### config.mk
export PLATFORM = sky130hd
export DESIGN_NAME = sensor_event_queue
export DESIGN_NICKNAME = d
export VERILOG_FILES = /design/src/rtl/sensor_evt_pkg.sv /design/src/rtl/sync_fifo.sv /design/src/rtl/sensor_event_queue.sv
export SDC_FILE = /design/constraint.sdc
export NUM_CORES = 1
export LEC_CHECK = 0
export CAP_MARGIN = 15
export CORE_ASPECT_RATIO = 0.9
export CORE_MARGIN = 5
export CORE_UTILIZATION = 61
export CTS_BUF_LIST = sky130_fd_sc_hd__clkbuf_16
export DETAILED_ROUTE_END_ITERATION = 8
export PLACE_DENSITY_LB_ADDON = 0.1
export SETUP_SLACK_MARGIN = 0.1
export SLEW_MARGIN = 0
export SYNTH_ARGS = -nofsm -noshare
export SYNTH_HDL_FRONTEND = slang
export SYNTH_HIERARCHICAL = 1
export SYNTH_SLANG_ARGS = --single-unit
### constraint.sdc
create_clock -name clk -period 4.23 [get_ports clk]
set_input_delay 0.6345 -clock clk [delete_from_list [all_inputs] [get_ports clk]]
set_output_delay 0.6345 -clock clk [all_outputs]
set_load 0.02 [all_outputs]
### src/rtl/sensor_evt_pkg.sv
// Shared event codes and helpers for the sensor event queue.
// Codes are the bit index of the originating sensor flag.
package sensor_evt_pkg;

  localparam int unsigned NUM_SRC    = 8;
  localparam int unsigned EVT_CODE_W = 3;

  typedef enum logic [EVT_CODE_W-1:0] {
    EVT_AWAKING   = 3'd0,
    EVT_TOUCHED   = 3'd1,
    EVT_EXPECTING = 3'd2,
    EVT_PRESSED   = 3'd3,
    EVT_UP        = 3'd4,
    EVT_DOWN      = 3'd5,
    EVT_LEFT      = 3'd6,
    EVT_RIGHT     = 3'd7
  } evt_code_e;

  // Index of the lowest set bit; 0 when the mask is empty.
  function automatic logic [EVT_CODE_W-1:0] lowest_index(input logic [NUM_SRC-1:0] mask);
    logic [EVT_CODE_W-1:0] idx;
    idx = '0;
    for (int i = NUM_SRC - 1; i >= 0; i--) begin
      if (mask[i]) idx = EVT_CODE_W'(i);
    end
    return idx;
  endfunction

endpackage

### src/rtl/sync_fifo.sv
// Show-ahead synchronous FIFO with extra-MSB pointers for full/empty detection.
// Head data reads as zero while empty; pop on empty and push on full without pop are ignored.
module sync_fifo #(
  parameter int unsigned WIDTH = 3,
  parameter int unsigned DEPTH = 8
) (
  input  logic                     clk_i,
  input  logic                     rst_i,
  input  logic                     push_i,
  input  logic [WIDTH-1:0]         push_data_i,
  input  logic                     pop_i,
  output logic [WIDTH-1:0]         pop_data_o,
  output logic                     full_o,
  output logic                     empty_o,
  output logic [$clog2(DEPTH):0]   level_o
);

  localparam int unsigned AW = $clog2(DEPTH);

  logic [WIDTH-1:0] mem_q [DEPTH];
  logic [AW:0]      wptr_q, wptr_d;
  logic [AW:0]      rptr_q, rptr_d;
  logic             do_push, do_pop;

  assign empty_o = (wptr_q == rptr_q);
  assign full_o  = (wptr_q[AW] != rptr_q[AW]) && (wptr_q[AW-1:0] == rptr_q[AW-1:0]);
  assign level_o = wptr_q - rptr_q;

  assign pop_data_o = empty_o ? '0 : mem_q[rptr_q[AW-1:0]];

  always_comb begin
    do_pop  = pop_i & ~empty_o;
    do_push = push_i & (~full_o | do_pop);
    wptr_d  = do_push ? wptr_q + 1'b1 : wptr_q;
    rptr_d  = do_pop  ? rptr_q + 1'b1 : rptr_q;
  end

  always_ff @(posedge clk_i) begin
    if (rst_i) begin
      wptr_q <= '0;
      rptr_q <= '0;
    end else begin
      wptr_q <= wptr_d;
      rptr_q <= rptr_d;
    end
  end

  always_ff @(posedge clk_i) begin
    if (!rst_i && do_push) mem_q[wptr_q[AW-1:0]] <= push_data_i;
  end

endmodule

### src/rtl/sensor_event_queue.sv
// Turns sensor level flags into rate-limited event codes queued for screen_top.
// Optional SEQ_TIMESTAMP_EN stores a free-running timestamp with each event.
module sensor_event_queue
  import sensor_evt_pkg::*;
#(
  parameter int unsigned DEPTH          = 8,
  parameter int unsigned HOLDOFF_CYCLES = 5_000_000,
  parameter int unsigned TS_W           = 16
) (
  input  logic                   clk,
  input  logic                   rst,
  input  logic [7:0]             sensor_in,
  output logic                   evt_valid,
  input  logic                   evt_ready,
  output logic [2:0]             evt_code,
  output logic [TS_W-1:0]        evt_ts,
  output logic [$clog2(DEPTH):0] evt_level,
  output logic                   evt_overflow
);

  localparam int unsigned HO_W = (HOLDOFF_CYCLES > 0) ? $clog2(HOLDOFF_CYCLES + 1) : 1;
  localparam logic [HO_W-1:0] HO_LOAD = HO_W'(HOLDOFF_CYCLES);

`ifdef SEQ_TIMESTAMP_EN
  localparam int unsigned FW = EVT_CODE_W + TS_W;
`else
  localparam int unsigned FW = EVT_CODE_W;
`endif

  logic [NUM_SRC-1:0] prev_q;
  logic [NUM_SRC-1:0] rise, accepted, cand;
  logic [NUM_SRC-1:0] pending_q, pending_d;
  logic [HO_W-1:0]    holdoff_q [NUM_SRC];
  logic [HO_W-1:0]    holdoff_d [NUM_SRC];
  logic               overflow_q, overflow_d;
  evt_code_e          push_code;
  logic               push, pop, push_ok;
  logic               fifo_full, fifo_empty;
  logic [FW-1:0]      push_data, pop_data;

  assign rise = sensor_in & ~prev_q;

  always_comb begin
    accepted = '0;
    for (int i = 0; i < NUM_SRC; i++) begin
      accepted[i]  = rise[i] && (holdoff_q[i] == '0);
      holdoff_d[i] = holdoff_q[i];
      if (accepted[i])               holdoff_d[i] = HO_LOAD;
      else if (holdoff_q[i] != '0)   holdoff_d[i] = holdoff_q[i] - HO_W'(1);
    end
  end

  // Lowest candidate goes to the FIFO; everything else waits in pending.
  always_comb begin
    cand       = pending_q | accepted;
    pop        = evt_valid & evt_ready;
    push_ok    = ~fifo_full | pop;
    push       = (cand != '0) && push_ok;
    push_code  = evt_code_e'(lowest_index(cand));
    pending_d  = cand;
    if (push) pending_d[push_code] = 1'b0;
    overflow_d = overflow_q | ((accepted & pending_q) != '0);
  end

  always_ff @(posedge clk) begin
    if (rst) begin
      prev_q     <= '1;
      pending_q  <= '0;
      overflow_q <= 1'b0;
      for (int i = 0; i < NUM_SRC; i++) holdoff_q[i] <= '0;
    end else begin
      prev_q     <= sensor_in;
      pending_q  <= pending_d;
      overflow_q <= overflow_d;
      for (int i = 0; i < NUM_SRC; i++) holdoff_q[i] <= holdoff_d[i];
    end
  end

`ifdef SEQ_TIMESTAMP_EN
  logic [TS_W-1:0] ts_q;

  always_ff @(posedge clk) begin
    if (rst) ts_q <= '0;
    else     ts_q <= ts_q + 1'b1;
  end

  assign push_data = {ts_q, push_code};
  assign evt_ts    = pop_data[FW-1:EVT_CODE_W];
`else
  assign push_data = push_code;
  assign evt_ts    = '0;
`endif

  sync_fifo #(
    .WIDTH (FW),
    .DEPTH (DEPTH)
  ) u_fifo (
    .clk_i       (clk),
    .rst_i       (rst),
    .push_i      (push),
    .push_data_i (push_data),
    .pop_i       (pop),
    .pop_data_o  (pop_data),
    .full_o      (fifo_full),
    .empty_o     (fifo_empty),
    .level_o     (evt_level)
  );

  assign evt_valid    = ~fifo_empty;
  assign evt_code     = pop_data[EVT_CODE_W-1:0];
  assign evt_overflow = overflow_q;

endmodule
==> flow_metrics.py <==
metrics = {
    "detailed_routing": {
        "drtAntennaViolNets": 0,
        "wirelength_mm": 21.6,
        "vias": 8486,
        "via_per_inst": 5.81,
        "drt-pass1-iter-count": 4,
        "drc": 0,
        "post_drt_wl_per_cell_um": 14.8,
        "drt_iter0_drc": 374,
    },
    "final_layout": {
        "syn2layout_area_growth_pct": 9.80,
        "finalNetCount": 1230,
        "drive_above_1_share_pct": 9.58,
        "insertedDiodeCount": 0,
    },
    "pwr": {
        "finalPower_w": 0.0112,
        "vdd_drop_max_mv": 0.600,
        "leakage_nw": 4.46,
        "power_density_nw_per_um2": 928,
    },
    "sta": {
        "setup_viol": 0,
        "tightest_slew_ns": 1.08,
        "holdWs_ns": 0.462,
        "setup_ws_ns": 0.511,
        "post-route-period-util_pct": 87.9,
        "finalCriticalPeriod_ns": 3.72,
        "finalHoldViolations": 0,
        "relSlewSlack_pct": 26.3,
        "rsz0062_at_grt": "no",
        "fmax_ghz": 0.269,
        "setup_tns_ns": 0,
        "clock_skew_ns": 0.00847,
        "slew_violations": 0,
    },
    "setup_path": {
        "crit_path_end_kind": "flop",
        "path_class": "flop to flop",
        "critPathArrivalTime_ns": 3.87,
        "critical_path_peak_fanout": 9,
        "required_ns": 4.38,
        "start_kind": "flop",
    },
    "global_route": {
        "track_usage_pct": 21.1,
        "grt_max_degree": 48,
        "grt_pass1_wl_mm": 37.2,
        "antenna_found_initial": 0,
        "grt_pass1_vias": 7893,
        "grt-ovfl-total": 0,
    },
    "die": {
        "dieWidth_um": 151,
        "dieArea_um2": 20800,
        "initial_core_util_pct": 62.1,
        "rows": 46,
        "io_pins": 36,
        "core_um2": 17700,
        "die_y_um": 137,
    },
    "synthesis": {
        "synth_commonest_cells": "dfxtp_1, nor2_1, nor3_1",
        "ys_seq_area_share_pct": 45.3,
        "ys_ff_latch": 236,
        "async_flop_share_pct": 0,
        "synth_ff_type": "dfxtp_1",
        "yosysTopAreaCellShare_pct": 38.7,
        "synth_cells": 1194,
        "synth.most_common_cell": "dfxtp_1",
        "synth_cell_types": 84,
        "synthTopCellsByArea": "dfxtp_1, nor2_1, edfxtp_1",
        "synth_edf_count": 24,
        "synth_area_um2": 11000,
        "yosys.area.top_type": "dfxtp_1",
        "yosysWarnings": 6,
        "avgSynthCellArea_um2": 9.18,
    },
    "hold_path": {
        "hold_class": "flop to flop",
    },
    "clocking": {
        "clk-insertion-delay-late_ns": 0.51,
        "cts_buffers": 24,
        "hold_buffers": 0,
        "cts-resized-gates": 0,
        "htreeDepth": 1,
        "cts_setup_buffers": 0,
        "clk_pin_slew_worst_paths_ns": 0.06,
        "cts_buffer_depth": 3,
        "cts_tree": "done",
        "clock_sinks": 236,
        "root_buffer": "clkbuf_16",
    },
    "placed_design": {
        "dp_hpwl_mm": 14.4,
        "gp_congestion": 0.825,
        "dp_slack_ns": 0.560,
        "numPortBuffers": 19,
    },
    "run_status": {
        "status": "finished, final reports clean",
    },
    "flow_run": {
        "cap_viol_max_count": 0,
    },
}
## worst max-delay path, cell delays in order (launching register included)
cell and delay [ns]:
dfxtp_1 0.32, inv_1 0.10, ha_1 0.19, nor3b_1 0.41, nand4_2 0.30, nor3_1 0.52, nor3_1 0.10, and3_1 0.23
a41oi_1 0.46, nand4b_1 0.28, nor3_1 0.45
## placed cells by master, fill, tap and decap left out, types with 7 or more instances in the layout
| master | netlist | routed |
|---|---|---|
| dfxtp_1 | 212 | 212 |
| nor2_1 | 193 | 193 |
| nor3_1 | 101 | 101 |
| a211oi_1 | 64 | 64 |
| xnor2_1 | 52 | 52 |
| nor4_1 | 46 | 45 |
| nand2_1 | 43 | 43 |
| inv_1 | 34 | 41 |
| xor2_1 | 39 | 39 |
| a21oi_1 | 29 | 29 |
| or3_1 | 27 | 27 |
| clkbuf_16 | 0 | 25 |
| edfxtp_1 | 24 | 24 |
| a311oi_1 | 23 | 23 |
| or2_2 | 21 | 21 |
| o21ai_0 | 20 | 20 |
| buf_4 | 17 | 19 |
| clkdlybuf4s50_1 | 0 | 18 |
| conb_1 | 1 | 16 |
| or4_1 | 15 | 15 |
| nand2b_1 | 14 | 14 |
| ha_1 | 14 | 14 |
| nand3_1 | 13 | 13 |
| nand4_1 | 12 | 12 |
| nor2b_1 | 7 | 7 |
## sequential cells by signal, summed over array words and instances (netlist names), named ones only
name           count
holdoff_q        184
u_fifo/mem_q      24
pending_q          8
prev_q             8
u_fifo/rptr_q      4
u_fifo/wptr_q      4
evt_overflow       1
## report_power, final
part	leakage [nW]	internal, W	switching [W]	total [W]
Combinational	2.11	0.00230	0.00312	0.00542
Clock	0.388	0.00112	0.000837	0.00196
Sequential	1.96	0.00304	0.000757	0.00380
## layout make-up
type                    instances  area (um^2)
multi-input cells             871         5600
clock inverters                18          103
well taps                     240          300
repair buffers                 37          323
inverters                      34          128
clock buffers                  25          626
fillers                      1447         5630
flip-flops and latches        236         4960
## metal layers
layer / up-vias / part of all wire (%) / global-route usage [%]
li1: 4331 / - / -
met1: 4001 / 50 / 30.7
met4: 0 / 1.5 / 4.08
met5: - / 0 / 0
met3: 27 / 3.3 / 2.76
met2: 127 / 45 / 34.1
## kinds of logic (layout without fill, tap and decap cells)
family          Yosys count  count (layout)  synth area share [%]
simple gates            551             551                  26.5
flops                   236             236                  45.3
compound gates          182             182                  12.6
buf+inv                 102             114                  4.31
xor+xnor                 92              92                  7.42
fa+ha+maj                15              15                  1.78
mux                      15              15                  2.11
other cells               1              16                0.0342
## stage by stage
| step | utilization, % | instances | instance area [um^2] |
|---|---|---|---|
| 4_1_cts | 68.1 | 1461 | 12000 |
| 2_1_floorplan | - | 1209 | 11000 |
| 3_5_place_dp | 64.0 | 1418 | 11300 |
| 6_report | 68.1 | 1461 | 12000 |
| 5_1_grt | 68.1 | 1461 | 12000 |
| 3_3_place_gp | 64.0 | 1418 | 11300 |
## path summary, 6_finish.rpt
check	from	end	slack [ns]	cells after the start
setup reg to reg	holdoff_q[1][46]$_SDFFE_PP0N_	u_fifo/mem_q[4][0]$_DFFE_PP_	0.51	10
hold reg to reg	holdoff_q[1][74]$_SDFFE_PP0N_	holdoff_q[1][74]$_SDFFE_PP0N_	0.46	2
hold / removal	holdoff_q[1][74]$_SDFFE_PP0N_	holdoff_q[1][74]$_SDFFE_PP0N_	0.46	2
setup / recovery	holdoff_q[1][46]$_SDFFE_PP0N_	u_fifo/mem_q[4][0]$_DFFE_PP_	0.51	10
Power figures use the tool's default switching activity.
